===== src/rtl/booth_pkg.sv =====
// Shared types and helpers for the radix-4 Booth sequential multiplier:
// FSM states, Booth digit encoding, digit recoder and the 4:2 compressor cell.
package booth_pkg;

  typedef enum logic [1:0] {
    IDLE    = 2'd0,
    ACCUM   = 2'd1,
    RESOLVE = 2'd2,
    DONE    = 2'd3
  } state_e;

  typedef enum logic [2:0] {
    ZERO = 3'd0,
    POS1 = 3'd1,
    POS2 = 3'd2,
    NEG1 = 3'd3,
    NEG2 = 3'd4
  } booth_digit_e;

  typedef struct packed {
    logic sum;
    logic carry;
    logic cout;
  } cell_out_t;

  // bits = {b[2i+1], b[2i], b[2i-1]}
  function automatic booth_digit_e booth_recode(input logic [2:0] bits);
    booth_digit_e d;
    case (bits)
      3'b000, 3'b111: d = ZERO;
      3'b001, 3'b010: d = POS1;
      3'b011:         d = POS2;
      3'b100:         d = NEG2;
      3'b101, 3'b110: d = NEG1;
      default:        d = ZERO;
    endcase
    return d;
  endfunction

  // cout depends only on x0..x2, so the inter-column chain never ripples.
  function automatic cell_out_t cmp42_cell(input logic x0, input logic x1,
                                           input logic x2, input logic x3,
                                           input logic cin);
    cell_out_t r;
    logic      s1;
    s1      = x0 ^ x1 ^ x2;
    r.cout  = (x0 & x1) | (x0 & x2) | (x1 & x2);
    r.sum   = s1 ^ x3 ^ cin;
    r.carry = (s1 & x3) | (s1 & cin) | (x3 & cin);
    return r;
  endfunction

endpackage


===== src/rtl/compressor_4_2_row.sv =====
// N-bit row of 4:2 compressor cells. carry[j] carries weight 2^(j+1); the
// caller aligns it. The chain carry out of the top column is dropped.
module compressor_4_2_row
  import booth_pkg::*;
#(
  parameter int N = 32
) (
  input  logic [N-1:0] in0,
  input  logic [N-1:0] in1,
  input  logic [N-1:0] in2,
  input  logic [N-1:0] in3,
  output logic [N-1:0] sum,
  output logic [N-1:0] carry
);

  cell_out_t cell_s;
  logic      chain_s;

  // Walk the columns LSB first, passing each cell's cout into the next column.
  always_comb begin
    sum     = '0;
    carry   = '0;
    chain_s = 1'b0;
    cell_s  = '0;
    for (int j = 0; j < N; j++) begin
      cell_s   = cmp42_cell(in0[j], in1[j], in2[j], in3[j], chain_s);
      sum[j]   = cell_s.sum;
      carry[j] = cell_s.carry;
      chain_s  = cell_s.cout;
    end
  end

endmodule


===== src/rtl/booth_seq_mul_ctrl.sv =====
// Sequential radix-4 Booth multiplier: two Booth digits per ACCUM cycle are
// folded into a redundant sum/carry pair, resolved by one final adder.
module booth_seq_mul_ctrl
  import booth_pkg::*;
#(
  parameter int WIDTH = 16
) (
  input  logic                 clk,
  input  logic                 rst,
  input  logic                 in_valid,
  output logic                 in_ready,
  input  logic [WIDTH-1:0]     a,
  input  logic [WIDTH-1:0]     b,
  output logic                 out_valid,
  input  logic                 out_ready,
  output logic [2*WIDTH-1:0]   p,
  output logic                 busy
);

  localparam int PW    = 2 * WIDTH;
  localparam int NITER = WIDTH / 4;
  localparam int CW    = (NITER > 1) ? $clog2(NITER) : 1;
  localparam logic [CW-1:0] CNT_LAST = CW'(NITER - 1);
  localparam logic [CW-1:0] CNT_ONE  = CW'(1);
  localparam logic [PW-1:0] PW_ONE   = PW'(1);

  state_e            state_q, state_d;
  logic [WIDTH-1:0]  a_q, a_d;
  logic [WIDTH-1:0]  b_q, b_d;
  logic [PW-1:0]     sum_q, sum_d;
  logic [PW-1:0]     carry_q, carry_d;
  logic [CW-1:0]     cnt_q, cnt_d;
  logic [PW-1:0]     p_q, p_d;
  logic              in_ready_q, in_ready_d;
  logic              out_valid_q, out_valid_d;
  logic              busy_q, busy_d;

  logic [WIDTH:0]    b_ext;
  booth_digit_e      dig_lo, dig_hi;
  logic [PW-1:0]     pp_lo, pp_hi;
  logic [PW-1:0]     row_sum, row_carry;

  function automatic logic [PW-1:0] pp_gen(input booth_digit_e d,
                                           input logic [WIDTH-1:0] x,
                                           input logic [CW+1:0] sh);
    logic [PW-1:0] xe;
    logic [PW-1:0] m;
    xe = {{WIDTH{x[WIDTH-1]}}, x};
    case (d)
      ZERO:    m = '0;
      POS1:    m = xe;
      POS2:    m = xe << 1;
      NEG1:    m = ~xe + PW_ONE;
      NEG2:    m = ~(xe << 1) + PW_ONE;
      default: m = '0;
    endcase
    return m << sh;
  endfunction

  // b_ext[0] stands in for b[-1]; iteration k reads digits 2k and 2k+1.
  always_comb begin
    b_ext  = {b_q, 1'b0};
    dig_lo = booth_recode(b_ext[{cnt_q, 2'b00} +: 3]);
    dig_hi = booth_recode(b_ext[{cnt_q, 2'b10} +: 3]);
    pp_lo  = pp_gen(dig_lo, a_q, {cnt_q, 2'b00});
    pp_hi  = pp_gen(dig_hi, a_q, {cnt_q, 2'b10});
  end

  compressor_4_2_row #(
    .N (PW)
  ) u_row (
    .in0   (sum_q),
    .in1   (carry_q),
    .in2   (pp_lo),
    .in3   (pp_hi),
    .sum   (row_sum),
    .carry (row_carry)
  );

  // Next-state, datapath register updates and registered handshake outputs.
  always_comb begin
    state_d = state_q;
    a_d     = a_q;
    b_d     = b_q;
    sum_d   = sum_q;
    carry_d = carry_q;
    cnt_d   = cnt_q;
    p_d     = p_q;
    case (state_q)
      IDLE: begin
        if (in_valid) begin
          a_d     = a;
          b_d     = b;
          sum_d   = '0;
          carry_d = '0;
          cnt_d   = '0;
          state_d = ACCUM;
        end else begin
          state_d = IDLE;
        end
      end
      ACCUM: begin
        sum_d   = row_sum;
        carry_d = row_carry << 1;
        if (cnt_q == CNT_LAST) begin
          cnt_d   = cnt_q;
          state_d = RESOLVE;
        end else begin
          cnt_d   = cnt_q + CNT_ONE;
          state_d = ACCUM;
        end
      end
      RESOLVE: begin
        p_d     = sum_q + carry_q;
        state_d = DONE;
      end
      DONE: begin
        if (out_ready) begin
          state_d = IDLE;
        end else begin
          state_d = DONE;
        end
      end
      default: begin
        state_d = IDLE;
      end
    endcase
    in_ready_d  = (state_d == IDLE);
    out_valid_d = (state_d == DONE);
    busy_d      = (state_d != IDLE);
  end

  // State and datapath registers; rst overrides any handshake in the same cycle.
  always_ff @(posedge clk) begin
    if (rst) begin
      state_q     <= IDLE;
      a_q         <= '0;
      b_q         <= '0;
      sum_q       <= '0;
      carry_q     <= '0;
      cnt_q       <= '0;
      p_q         <= '0;
      in_ready_q  <= 1'b1;
      out_valid_q <= 1'b0;
      busy_q      <= 1'b0;
    end else begin
      state_q     <= state_d;
      a_q         <= a_d;
      b_q         <= b_d;
      sum_q       <= sum_d;
      carry_q     <= carry_d;
      cnt_q       <= cnt_d;
      p_q         <= p_d;
      in_ready_q  <= in_ready_d;
      out_valid_q <= out_valid_d;
      busy_q      <= busy_d;
    end
  end

  assign in_ready  = in_ready_q;
  assign out_valid = out_valid_q;
  assign busy      = busy_q;
  assign p         = p_q;

endmodule


===== config.mk =====
export PLATFORM = sky130hd
export DESIGN_NAME = booth_seq_mul_ctrl
export DESIGN_NICKNAME = d
export VERILOG_FILES = /design/src/rtl/booth_pkg.sv /design/src/rtl/compressor_4_2_row.sv /design/src/rtl/booth_seq_mul_ctrl.sv
export SDC_FILE = /design/constraint.sdc
export NUM_CORES = 1
export LEC_CHECK = 0
export BUFFER_PORTS_ARGS = -buffer_cell sky130_fd_sc_hd__buf_2
export CORE_ASPECT_RATIO = 1.4
export CORE_UTILIZATION = 40
export CTS_CLUSTER_SIZE = 16
export DETAILED_ROUTE_END_ITERATION = 8
export PLACE_DENSITY = 0.65
export SYNTH_ARGS = -nofsm -noshare
export SYNTH_HDL_FRONTEND = slang
export SYNTH_HIERARCHICAL = 1
export SYNTH_SLANG_ARGS = --single-unit

===== constraint.sdc =====
create_clock -name clk -period 9.8 [get_ports clk]
set_input_delay 0.49 -clock clk [delete_from_list [all_inputs] [get_ports clk]]
set_output_delay 0.49 -clock clk [all_outputs]
set_load 0.02 [all_outputs]

== Yosys cells after proc, flatten, opt, wreduce, memory -nomap -nowiden ==
Memories as Yosys holds them, arrays and structs flattened.
Cells that the tools add are included.

* Shifts and indexed selects: 4
* Muxes and demuxes: 12
* Bitwise logic cells: 435
* Reduce and logical (&&, ||, !) cells: 7
* Equal/unequal tests: 15
* $add $sub $neg: 4

{| class="wikitable"
|+ Operators by type and width
! kind !! count
|-
| $pmux 32 s4 || 2
|-
| $and 1x1->1 || 184
|-
| $pmux 32 s2 || 2
|-
| $xor 1x1->1 || 127
|-
| $or 1x1->1 || 122
|-
| $add 32x1->32 const B || 2
|-
| $not 32->32 || 2
|-
| $shl 32x4->32 || 2
|-
| $shiftx 17x5->3 || 2
|-
| $add 32x32->32 || 1
|-
| $mux 32 || 1
|-
| $eq 3x2->1 const B || 4
|-
| $eq 2x2->1 const B || 4
|-
| $mux 2 || 4
|-
| $pmux 2 s4 || 1
|-
| $eq 3x1->1 const B || 2
|-
| $eq 3x3->1 const B || 2
|-
| $logic_not 2->1 || 2
|-
| $ne 2x2->1 const B || 2
|-
| $pmux 2 s2 || 1
|-
| $reduce_and 2->1 || 2
|-
| $reduce_bool 2->1 || 2
|-
| $reduce_and 3->1 || 1
|-
| $add 2x1->2 const B || 1
|-
| other kinds (2) || 2
|}

* Memories kept: 2
* Bits in read-only memories: 48
* Bits in registers: 135

{| class="wikitable"
|+ Memories
! memory !! depth !! width !! rd ports !! clocked after Yosys merged registers in !! wr ports !! RTL line !! source
|-
| (name not given) || 8 || 3 || 1 || 0 || 0 || booth_pkg.sv:29 || <nowiki>case (bits)</nowiki>
|-
| (name not given) || 8 || 3 || 1 || 0 || 0 || booth_pkg.sv:29 ||
|}

== Depth between registers and ports, before layout ==
Gate-level depths: netlist of the first run.
An unclocked memory read counts as a cell.

* Depth in word-level cells: 12
* Depth in mapped cells: 19

== Cells and area by module ==
The synthesis of the first run kept the hierarchy.

{| class="wikitable"
|+ By module, submodules not included
! module !! sequential area each (sq um) !! instances !! area an instance (sq um) !! cells each
|-
| booth_seq_mul_ctrl || 2,682.6 || 1 || 9,091.2 || 1,193
|-
| compressor_4_2_row || 0.0 || 1 || 1,277.5 || 64
|}

== Worst setup path before layout of the first run ==
Ideal clock, no wire load.

* Kind: register -> register
* Start: register cnt_q[0]
* End: register sum_q[19]
* Stages on the path, launching flop included: 20
* Arrival: 4.181 ns
* Period minus slack after synthesis: 4.309 ns
* Path slack: 5.491 ns
* Path through: dfxtp_1 > buf_4 > clkinv_1 > nor2_1 > a22oi_1 > ha_1 > clkbuf_1 > nor2b_1 > clkbuf_1 > o21ai_0 > nor2_1 > a21oi_1 > a21boi_2 > inv_2 > nor2_1 > a221oi_1 > fa_1 > fa_1 > a22oi_1 > nor2_1

* Elaborated cells on any way between the ends: 24

{| class="wikitable"
|+ RTL lines
! what !! RTL line !! source
|-
| start, declared || booth_seq_mul_ctrl.sv:32 || <nowiki>logic [CW-1:0] cnt_q, cnt_d;</nowiki>
|-
| start signal, assigned || booth_seq_mul_ctrl.sv:152 || <nowiki>cnt_q <= cnt_d;</nowiki>
|-
| $shiftx 17x5->3 || booth_seq_mul_ctrl.sv:63 || <nowiki>dig_lo = booth_recode(b_ext[{cnt_q, 2'b00} +: 3]);</nowiki>
|-
| $mem_v2 8x3 || n/a ||
|-
| $eq 3x3->1, or another cell as far along || booth_seq_mul_ctrl.sv:49 || <nowiki>case (d)</nowiki>
|-
| $pmux 32 s4 || booth_seq_mul_ctrl.sv:49 ||
|-
| $shl 32x4->32 (*) || booth_seq_mul_ctrl.sv:57 || <nowiki>return m << sh;</nowiki>
|-
| named net pp_lo[19] || booth_seq_mul_ctrl.sv:40 || <nowiki>logic [PW-1:0] pp_lo, pp_hi;</nowiki>
|-
| $xor 1x1->1 (*) || booth_pkg.sv:46 || <nowiki>s1 = x0 ^ x1 ^ x2;</nowiki>
|-
| $xor 1x1->1 (*) (2 in series) || booth_pkg.sv:48 || <nowiki>r.sum = s1 ^ x3 ^ cin;</nowiki>
|-
| named net row_sum[19] || booth_seq_mul_ctrl.sv:41 || <nowiki>logic [PW-1:0] row_sum, row_carry;</nowiki>
|-
| $pmux 32 s2 (*) || booth_seq_mul_ctrl.sv:89 || <nowiki>case (state_q)</nowiki>
|-
| end signal, assigned || booth_seq_mul_ctrl.sv:150 || <nowiki>sum_q <= sum_d;</nowiki>
|-
| end, declared || booth_seq_mul_ctrl.sv:30 || <nowiki>logic [PW-1:0] sum_q, sum_d;</nowiki>
|}

Mark *: on every way through the listed nets, which the timed path passes. The rest lies on a longest branch.
A chain may end at the register's enable or synchronous reset.

== Worst setup path after layout of the first run ==
Ends and elaborated chain as after synthesis.

==> key figures, run 1 <==
Global route
  – Grt total ovfl: 0
  – Overall global routing resource usage: 24.4%
  – Met3 usage: 3.60%
  – Met1 GRT Util: 28.0%
  – Vias in the first global route: 9175
  – Met2 GRT Util: 42.9%
  – Busiest layer in global routing: met2
  – First-pass GRT wire length: 50600 um
  – Largest net degree at the start of global routing: 66
  – Antenna violations before repair: 0

Critical path
  – CP Launch Type: register
  – Max Fanout on Critical Path: 28
  – R2r worst-path depth: 18
  – Crit path kind: reg2reg
  – Crit path required time: 10.10 ns
  – CP Capture Type: register
  – Crit path DAT: 6.07 ns

Yosys
  – Syn Area/Cell: 8.25 um2
  – Sequential share of the synthesized area: 25.9%
  – Commonest cells post-synth: 151 x nor2_1, 143 x nand2_1, 134 x dfxtp_1, 95 x a21oi_1, 82 x a22oi_1
  – Top FF cell, synth: dfxtp_1
  – Syn. warnings: 6
  – Seq cells post-synth: 134
  – Post-synth ARST share: 0%
  – Most frequent cell after synthesis: nor2_1
  – Synth unique cells: 83
  – Post-synth top area cell: dfxtp_1
  – Number of synthesized flops with an enable pin: 0
  – Post-synthesis cell area: 10400 um2
  – Top cells by area, synth: dfxtp_1 26%, fa_1 12%, a22oi_1 5.9%
  – Area fraction of the dominant cell type after synthesis: 25.9%
  – Synth Instances: 1257

Clocking
  – TritonCTS clock tree: built
  – CTS root buffer: clkbuf_16
  – Post-cts repair resize count: 0
  – H-tree level count: 4
  – Longest Clk Path Bufs: 2
  – Post-CTS Setup Inserts: 0
  – Num CTS Buffers: 17
  – Later-pin clock latency in the skew report: 0.44 ns
  – Num Clock Sinks: 134
  – Clk slew on worst S/H paths: 0.07 ns
  – CTS Hold Bufs: 0

Power
  – Lkg Pwr: 0.00480 uW
  – Cell Pwr Density: 146 nW/um2
  – Clock group share of total power: 40.8%
  – Psw: 541 uW
  – Maximum VDD drop: 0.000129 V
  – Comb pwr share: 23.3%
  – Reg power frac: 35.9%
  – Power Total: 1670 uW
  – Sw frac: 32.5%
  – Int Power: 1120 uW

Hold path
  – Hold Path Depth: 3
  – HP Class: in2reg

Layout
  – Nets: 1395
  – Share of cells above drive strength 1: 11.3%
  – # diodes: 0
  – Area grow syn2layout: 10.1%
  – Fin area: 11400 um2

Placed design
  – # port buffers: 70
  – Placer Congestion: 0.990
  – Pre-CTS setup slack: 4.18 ns
  – DP Wirelength: 24300 um
  – Dpl cell area: 10800 um2

STA
  – Fin. Hold Viols: 0
  – Crit path time final: 5.77 ns
  – Slew HR: 26.9%
  – Slew @ Worst Pin: 1.10 ns
  – Final Cycle Share: 58.9%
  – RSZ-0062 raised after global routing: no
  – Max-slew violation count: 0
  – Setup WS post-layout: 4.03 ns
  – Clk_skew: 0.0140 ns
  – Fmax: 0.173 GHz
  – # setup viols final: 0
  – Setup_tns: 0 ns

Routing
  – Per-cell routed wire length: 20.0 um
  – TritonRoute pass-1 iters: 5
  – DRC errors left: 0
  – DRT Wirelength: 31800 um
  – First DRT Iteration DRCs: 543
  – Vias per inst: 6.03
  – Detail Route Antenna Nets: 0
  – Via Count: 9588

Die
  – Core area: 25400 um2
  – Io pins: 71
  – Die Y: 193 um
  – Starting Density: 40.9%
  – DIE WIDTH: 138 um
  – Std-Cell Rows: 69
  – Die footprint: 26600 um2

Outcome
  – Status: finished, final reports clean

Job
  – Max-Cap Viols: 0
final cells by class:
type / count / area, um2
inverters: 33 / 124
flip-flops and latches: 134 / 2680
multi-input cells: 991 / 7150
clock inverters: 11 / 149
well taps: 319 / 399
fillers: 2571 / 14000
repair buffers: 81 / 435
clock buffers: 20 / 467
path summary, 6_finish.rpt:
check                           startpoint         to  slack, ns
worst min-delay path                  a[2]     a_q[2]       0.28
worst max register to register    cnt_q[0]  sum_q[19]       4.03
worst max-delay path              cnt_q[0]  sum_q[19]       4.03
worst min register to register       p[13]      p[13]       0.45
registers in the layout, indices dropped and copies added (netlist names):
signal     flops
carry_q       31
in_ready       1
busy           1
b_q           16
p             32
cnt_q          2
sum_q         32
state_q        2
a_q           16
out_valid      1
layer usage:
metal | routed length, um | vias to the layer above
li1 | - | 4613
met1 | 13100 | 4577
met2 | 15700 | 313
met3 | 1310 | 85
met4 | 1740 | 0
met5 | 0 | -
cells in the final DEF (no fill, tap or decap), drive strengths merged, types with 15 or more instances in the layout:
master | Yosys | layout
a211oi | 18 | 18
a21o | 15 | 15
a21oi | 95 | 95
a221oi | 22 | 22
a22oi | 82 | 82
a31oi | 18 | 18
buf | 33 | 81
clkbuf | 68 | 20
dfxtp | 134 | 134
fa | 63 | 63
ha | 38 | 38
inv | 32 | 33
mux2i | 29 | 29
nand2 | 145 | 145
nand3 | 28 | 28
nor2 | 151 | 151
nor3 | 17 | 17
o21ai | 38 | 38
power by group through the flow:
stage | Combinational [uW] | Sequential, uW | Clock [uW]
4_1_cts | 384 | 598 | 698
5_1_grt | 431 | 603 | 715
3_5_place_dp | 382 | 610 | 0
3_3_place_gp | 375 | 610 | 0
2_1_floorplan | 293 | 596 | 0
6_report | 388 | 599 | 680
worst max-delay path, cell delays in order, from the launching register on:
cell and delay (ns):
dfxtp_1 0.30, buf_4 0.36, clkinv_1 0.15, buf_4 0.26, nor2_1 0.64, a22oi_1 0.20
ha_1 0.73, nor2b_1 0.56, o21ai_0 0.19, nor2_1 0.24, a21oi_1 0.08, a21boi_2 0.20
inv_2 0.13, nor2_1 0.07, a221oi_1 0.31, fa_1 0.51, fa_1 0.46, a22oi_1 0.16
nor2_1 0.05
kinds of logic after synthesis:
family	Yosys count	share of synthesized area [%]
AOI/OAI and AO/OA	393	26.6
and+or+nand+nor	443	19.9
adders and majority gates	101	16.7
DFF	134	25.9
other	1	0.0362
muxes	35	4.13
xor gates and xnor gates	16	1.50
buffers and inverters	134	5.29
stage by stage:
stage | instances | utilization, % | hold WS [ns]
2_1_floorplan | 1259 | - | 0.433
3_3_place_gp | 1558 | 42.5 | 0.436
3_5_place_dp | 1558 | 42.5 | 0.443
4_1_cts | 1589 | 45.0 | 0.261
5_1_grt | 1589 | 45.0 | 0.283
6_report | 1589 | 45.0 | 0.280
No activity file was read; power rests on OpenSTA's default activity.
==> inputs of run 2 (changes only) <==
clock period = 5.8 ns   (was 9.8 ns; I/O delays follow)
==> run 2 against run 1 <==
Clock-buffer cell count is 2 lower; fmax grew 13%; total power is 80% higher; clock power rose by 94%; routed wire length grew 3.3%; sequential share of layout area decreased by 0.42 points; critical endpoint is now sum_q[20]; largest power group unchanged; highest routed layer unchanged.
==> key figures, run 2 (synthesis results as in run 1) <==
Clocking
  – Post-CTS Setup Inserts: 0
  – TritonCTS clock tree: built
  – Clk slew on worst S/H paths: 0.07 ns
  – CTS Hold Bufs: 0
  – Num Clock Sinks: 134
  – Longest Clk Path Bufs: 2
  – Post-cts repair resize count: 0
  – Later-pin clock latency in the skew report: 0.44 ns
  – Num CTS Buffers: 17
  – H-tree level count: 4
  – CTS root buffer: clkbuf_16

STA
  – Slew @ Worst Pin: 1.05 ns
  – Fmax: 0.196 GHz
  – Slew HR: 29.9%
  – Fin. Hold Viols: 0
  – Crit path time final: 5.10 ns
  – # setup viols final: 0
  – Final Cycle Share: 87.9%
  – Max-slew violation count: 0
  – Clk_skew: 0.0112 ns
  – Setup_tns: 0 ns
  – Hold slack: 0.0793 ns
  – RSZ-0062 raised after global routing: no

Layout
  – Share of cells above drive strength 1: 12.4%
  – # diodes: 0
  – Fin area: 11600 um2
  – Post-route non-filler standard cell count: 1605
  – Area grow syn2layout: 12.0%
  – Fill cell count: 2536
  – Most frequent cells in the layout: 151 x nor2_1, 143 x nand2_1, 133 x dfxtp_1
  – Commonest non-fill, non-tap cell in the layout: nor2_1
  – Nets: 1410
  – Fin util: 45.8%

Die
  – Io pins: 71
  – Std-Cell Rows: 69
  – Die Y: 193 um
  – Die footprint: 26600 um2
  – DIE WIDTH: 138 um
  – Starting Density: 40.9%
  – Core area: 25400 um2

Placed design
  – Dpl cell area: 10900 um2
  – Placer Congestion: 1.02
  – Dpl cells: 1573
  – # port buffers: 70
  – DP Wirelength: 25400 um

Critical path
  – R2r worst-path depth: 12
  – R2R Setup Slk: 0.70 ns
  – Crit path required time: 6.10 ns
  – Worst setup path endpoint: sum_q[20]
  – Slowest cell on crit path: nor2b_1
  – Crit. Startpoint: cnt_q[0]
  – Crit path kind: reg2reg
  – Critical path's most frequent cell: a22oi_1
  – Worst-path cell chain: mux4_2 -> inv_1 -> ha_1 -> nor2b_1 -> a22oi_1 -> or2_2 -> o221ai_1 -> mux2i_1 -> a221oi_1 -> fa_1 -> a22oi_1 -> nor2_1
  – Max Fanout on Critical Path: 17
  – CP Capture Type: register
  – Reg2Reg Launch Point: cnt_q[0]
  – CP Launch Type: register
  – Crit path DAT: 5.39 ns
  – R2r endpoint: sum_q[20]
  – Worst stage delay on the critical path: 0.77 ns

Global route
  – Antenna violations before repair: 0
  – First-pass GRT wire length: 52200 um
  – Largest net degree at the start of global routing: 69
  – Grt total ovfl: 0
  – Vias in the first global route: 9300
  – Overall global routing resource usage: 25.3%

Hold path
  – HP Class: in2reg

Routing
  – Via Count: 9808
  – TritonRoute pass-1 iters: 7
  – Vias per inst: 6.11
  – Detail Route Antenna Nets: 0
  – DRC errors left: 0
  – First DRT Iteration DRCs: 757
  – Per-cell routed wire length: 20.5 um
  – DRT Wirelength: 32900 um

Job
  – Max-Cap Viols: 0

Power
  – Lkg Pwr: 0.00492 uW
  – Maximum VDD drop: 0.000241 V
  – Cell Pwr Density: 259 nW/um2

Outcome
  – Status: finished, final reports clean
run 2: cell types whose count changed in the layout (fill, tap and decap cells not counted), sizes merged:
cell	previous run	this run
inv	33	36
buf	81	96
clkinv	5	3
clkbuf	20	18
bufinv	3	7
clkinvlp	3	1
run 2: worst max-delay path, delay by kind of cell, from the launching register on:
kind	cells	cell delay (ns)
and+or+nand+nor	3	1.17
buffers and inverters	1	0.24
DFF	1	0.59
adders and majority gates	2	0.98
AOI/OAI and AO/OA	4	0.99
muxes	2	0.97
run 2: cell type report:
class                           instances  area (um2)  area share, %
Multi-Input combinational cell        991        7150           61.6
Clock inverter                         14         269           2.32
Clock buffer                           18         439           3.78
Timing Repair Buffer                   96         548           4.72
Tap cell                              319         399           3.44
Sequential cell                       134        2680           23.1
Inverter                               33         124           1.07
run 2: how the worst min path moves through the flow:
| stage | from | end | slack, ns | cells past startpoint |
|---|---|---|---|---|
| 2_1_floorplan | a[0] | a_q[0] | 0.43 | 2 |
| 3_3_place_gp | p[3] | p[3] | 0.44 | 2 |
| 3_5_place_dp | p[11] | p[11] | 0.44 | 2 |
| 4_1_cts | b[6] | b_q[6] | 0.06 | 3 |
| 5_1_grt | rst | p[29] | 0.07 | 2 |
| 6_report | b[9] | b_q[9] | 0.08 | 3 |
run 2: per-stage QoR:
| stage | setup WS (ns) | total power (uW) |
|---|---|---|
| 6_report | 0.705 | 3010 |
| 5_1_grt | 0.416 | 3150 |
| 4_1_cts | 0.787 | 3020 |
| 3_5_place_dp | 0.801 | 1700 |
| 3_3_place_gp | 0.775 | 1690 |
| 2_1_floorplan | 1.49 | 1500 |
run 2: power breakdown:
part	leakage, uW	total (uW)	switching [uW]	internal, uW
combinational	0.00349	674	431	243
sequential	0.00109	1010	53.9	959
clock	0.000343	1320	453	868
run 2: metal layers:
| metal | global-route usage (%) | share of wire [%] | wire, um |
|---|---|---|---|
| met5 | 0 | 0 | 0 |
| met4 | 15.8 | 5.9 | 1950 |
| met3 | 4.54 | 4.4 | 1460 |
| met2 | 44.1 | 49 | 16200 |
| met1 | 28.7 | 40 | 13200 |
==> inputs of run 3 (changes only) <==
CELL_PAD_IN_SITES_DETAIL_PLACEMENT = 0   (was not set)
CELL_PAD_IN_SITES_GLOBAL_PLACEMENT = 2   (was not set)
CORE_UTILIZATION = 38   (was 40)
PLACE_DENSITY = 0.9   (was 0.65)
==> run 3 against run 2 <==
Cell area down 1.7%; worst setup slack got worse by 0.063 ns; die area increased by 5.2%; fmax is 1.2% lower; clock power is 23% lower; critical path depth stayed put; sequential power barely moved; combinational power shrank 2%; clock skew increased by 0.00085 ns; critical path type unchanged.
==> key figures, run 3 (synthesis results as in run 1) <==
Critical path
  – Crit path kind: reg2reg
  – CP Buf/Inv Count: 1
  – Slowest cell on crit path: mux4_2
  – CP Capture Type: register
  – Crit path required time: 6.10 ns
  – Worst stage delay on the critical path: 0.84 ns
  – Crit path DAT: 5.46 ns
  – Top delay family on crit path: compound AO/OA/AOI/OAI gates
  – Max Fanout on Critical Path: 27
  – Worst-path cell chain: mux4_2 -> inv_1 -> ha_1 -> nor2b_1 -> and2_1 -> a31oi_1 -> nand2_1 -> o32ai_1 -> mux2i_1 -> fa_1 -> a22oi_1 -> nor2_1
  – CP Depth: 12
  – R2r worst-path depth: 12
  – CP Launch Type: register

Global route
  – Vias in the first global route: 9460
  – Largest net degree at the start of global routing: 78
  – Antenna violations before repair: 0
  – Grt total ovfl: 0
  – First-pass GRT wire length: 52600 um
  – Overall global routing resource usage: 24.4%

STA
  – Fin. Hold Viols: 0
  – Clk_skew: 0.0120 ns
  – # setup viols final: 0
  – Slew @ Worst Pin: 1.12 ns
  – Crit path time final: 5.16 ns
  – RSZ-0062 raised after global routing: no
  – Hold slack: 0.0920 ns
  – Slew HR: 25.3%
  – Final Cycle Share: 88.9%
  – Max-slew violation count: 0
  – Setup_tns: 0 ns
  – Fmax: 0.194 GHz

Layout
  – Share of cells above drive strength 1: 11.1%
  – Area grow syn2layout: 10.1%
  – # diodes: 0
  – Fill cell count: 2820
  – Nets: 1399
  – Commonest non-fill, non-tap cell in the layout: nor2_1
  – Most frequent cells in the layout: 151 x nor2_1, 143 x nand2_1, 133 x dfxtp_1

Die
  – Starting Density: 38.6%
  – Io pins: 71
  – Core area: 26800 um2
  – Die Y: 197 um
  – Die footprint: 28000 um2
  – Std-Cell Rows: 71
  – DIE WIDTH: 142 um

Hold path
  – HP Class: in2reg
  – Hold Path Depth: 3

Placed design
  – DP Wirelength: 25400 um
  – # port buffers: 70
  – Placer Congestion: 0.975

Routing
  – DRT met1 WL: 13700 um
  – Detail Route Antenna Nets: 0
  – First DRT Iteration DRCs: 695
  – Vias per inst: 5.83
  – Uppermost layer routed: met4
  – Per-cell routed wire length: 20.1 um
  – WL met3: 923 um
  – DRT Wirelength: 32900 um
  – Via Count: 9542
  – TritonRoute pass-1 iters: 6
  – DRC errors left: 0
  – Routed wl met2: 16700 um

Clocking
  – CTS Hold Bufs: 0
  – Post-CTS Setup Inserts: 0
  – H-tree level count: 4
  – CTS root buffer: clkbuf_16
  – Longest Clk Path Bufs: 2
  – Later-pin clock latency in the skew report: 0.43 ns
  – TritonCTS clock tree: built
  – Num Clock Sinks: 134
  – Clk slew on worst S/H paths: 0.06 ns
  – Num CTS Buffers: 17
  – Post-cts repair resize count: 0

Power
  – Int Power: 1810 uW
  – Lkg Pwr: 0.00479 uW
  – Sw frac: 32.8%
  – Clock group share of total power: 37.7%
  – Cell Pwr Density: 236 nW/um2
  – Power Total: 2690 uW
  – Reg power frac: 37.7%
  – Psw: 884 uW
  – Maximum VDD drop: 0.000212 V
  – Comb pwr share: 24.6%

Outcome
  – Status: finished, final reports clean

Job
  – Max-Cap Viols: 0
-- run 3: routing by layer --
metal | vias to the layer above | global-route usage [%]
met5 | - | 0
met4 | 0 | 13.7
met3 | 78 | 3.42
met2 | 252 | 43.2
met1 | 4592 | 28.1
li1 | 4620 | -
-- run 3: path summary, 6_finish.rpt --
kind / startpoint / end / slack, ns
worst max-delay path: cnt_q[0] / sum_q[17] / 0.64
worst max register to register: cnt_q[0] / sum_q[17] / 0.64
worst min register to register: p[22] / p[22] / 0.45
worst min-delay path: b[10] / b_q[10] / 0.09
-- run 3: final cells by class --
cell class,count,area [um2],share of cell area (%)
clock inverters,4,48.8,0.428
well taps,365,457,4.00
clock buffers,24,482,4.22
flip-flops and latches,134,2680,23.5
multi-input cells,991,7150,62.7
inverters,33,124,1.09
repair buffers,85,465,4.08
-- run 3: power groups by stage --
stage / clock, uW / combinational [uW] / sequential (uW)
CTS: 1040 / 656 / 1010
floorplan: 0 / 495 / 1010
detailed placement: 0 / 652 / 1030
global route: 1080 / 734 / 1020
finish: 1020 / 662 / 1010
global placement: 0 / 646 / 1030
-- run 3: tightest hold or removal path: cells and delay by family --
family / cells / cell delay, ns
AOI/OAI and AO/OA: 1 / 0.05
and+or+nand+nor: 1 / 0.04
buffers and inverters: 1 / 0.09
-- run 3: stage by stage --
step | cells | cell area [um2] | setup WS, ns | util, %
after CTS | 1636 | 11400 | 0.725 | 42.5
after global placement | 1608 | 10900 | 0.778 | 40.6
final | 1636 | 11400 | 0.641 | 42.5
after floorplan | 1259 | 10400 | 1.49 | -
after global routing | 1636 | 11400 | 0.416 | 42.5
after detailed placement | 1608 | 10900 | 0.731 | 40.6
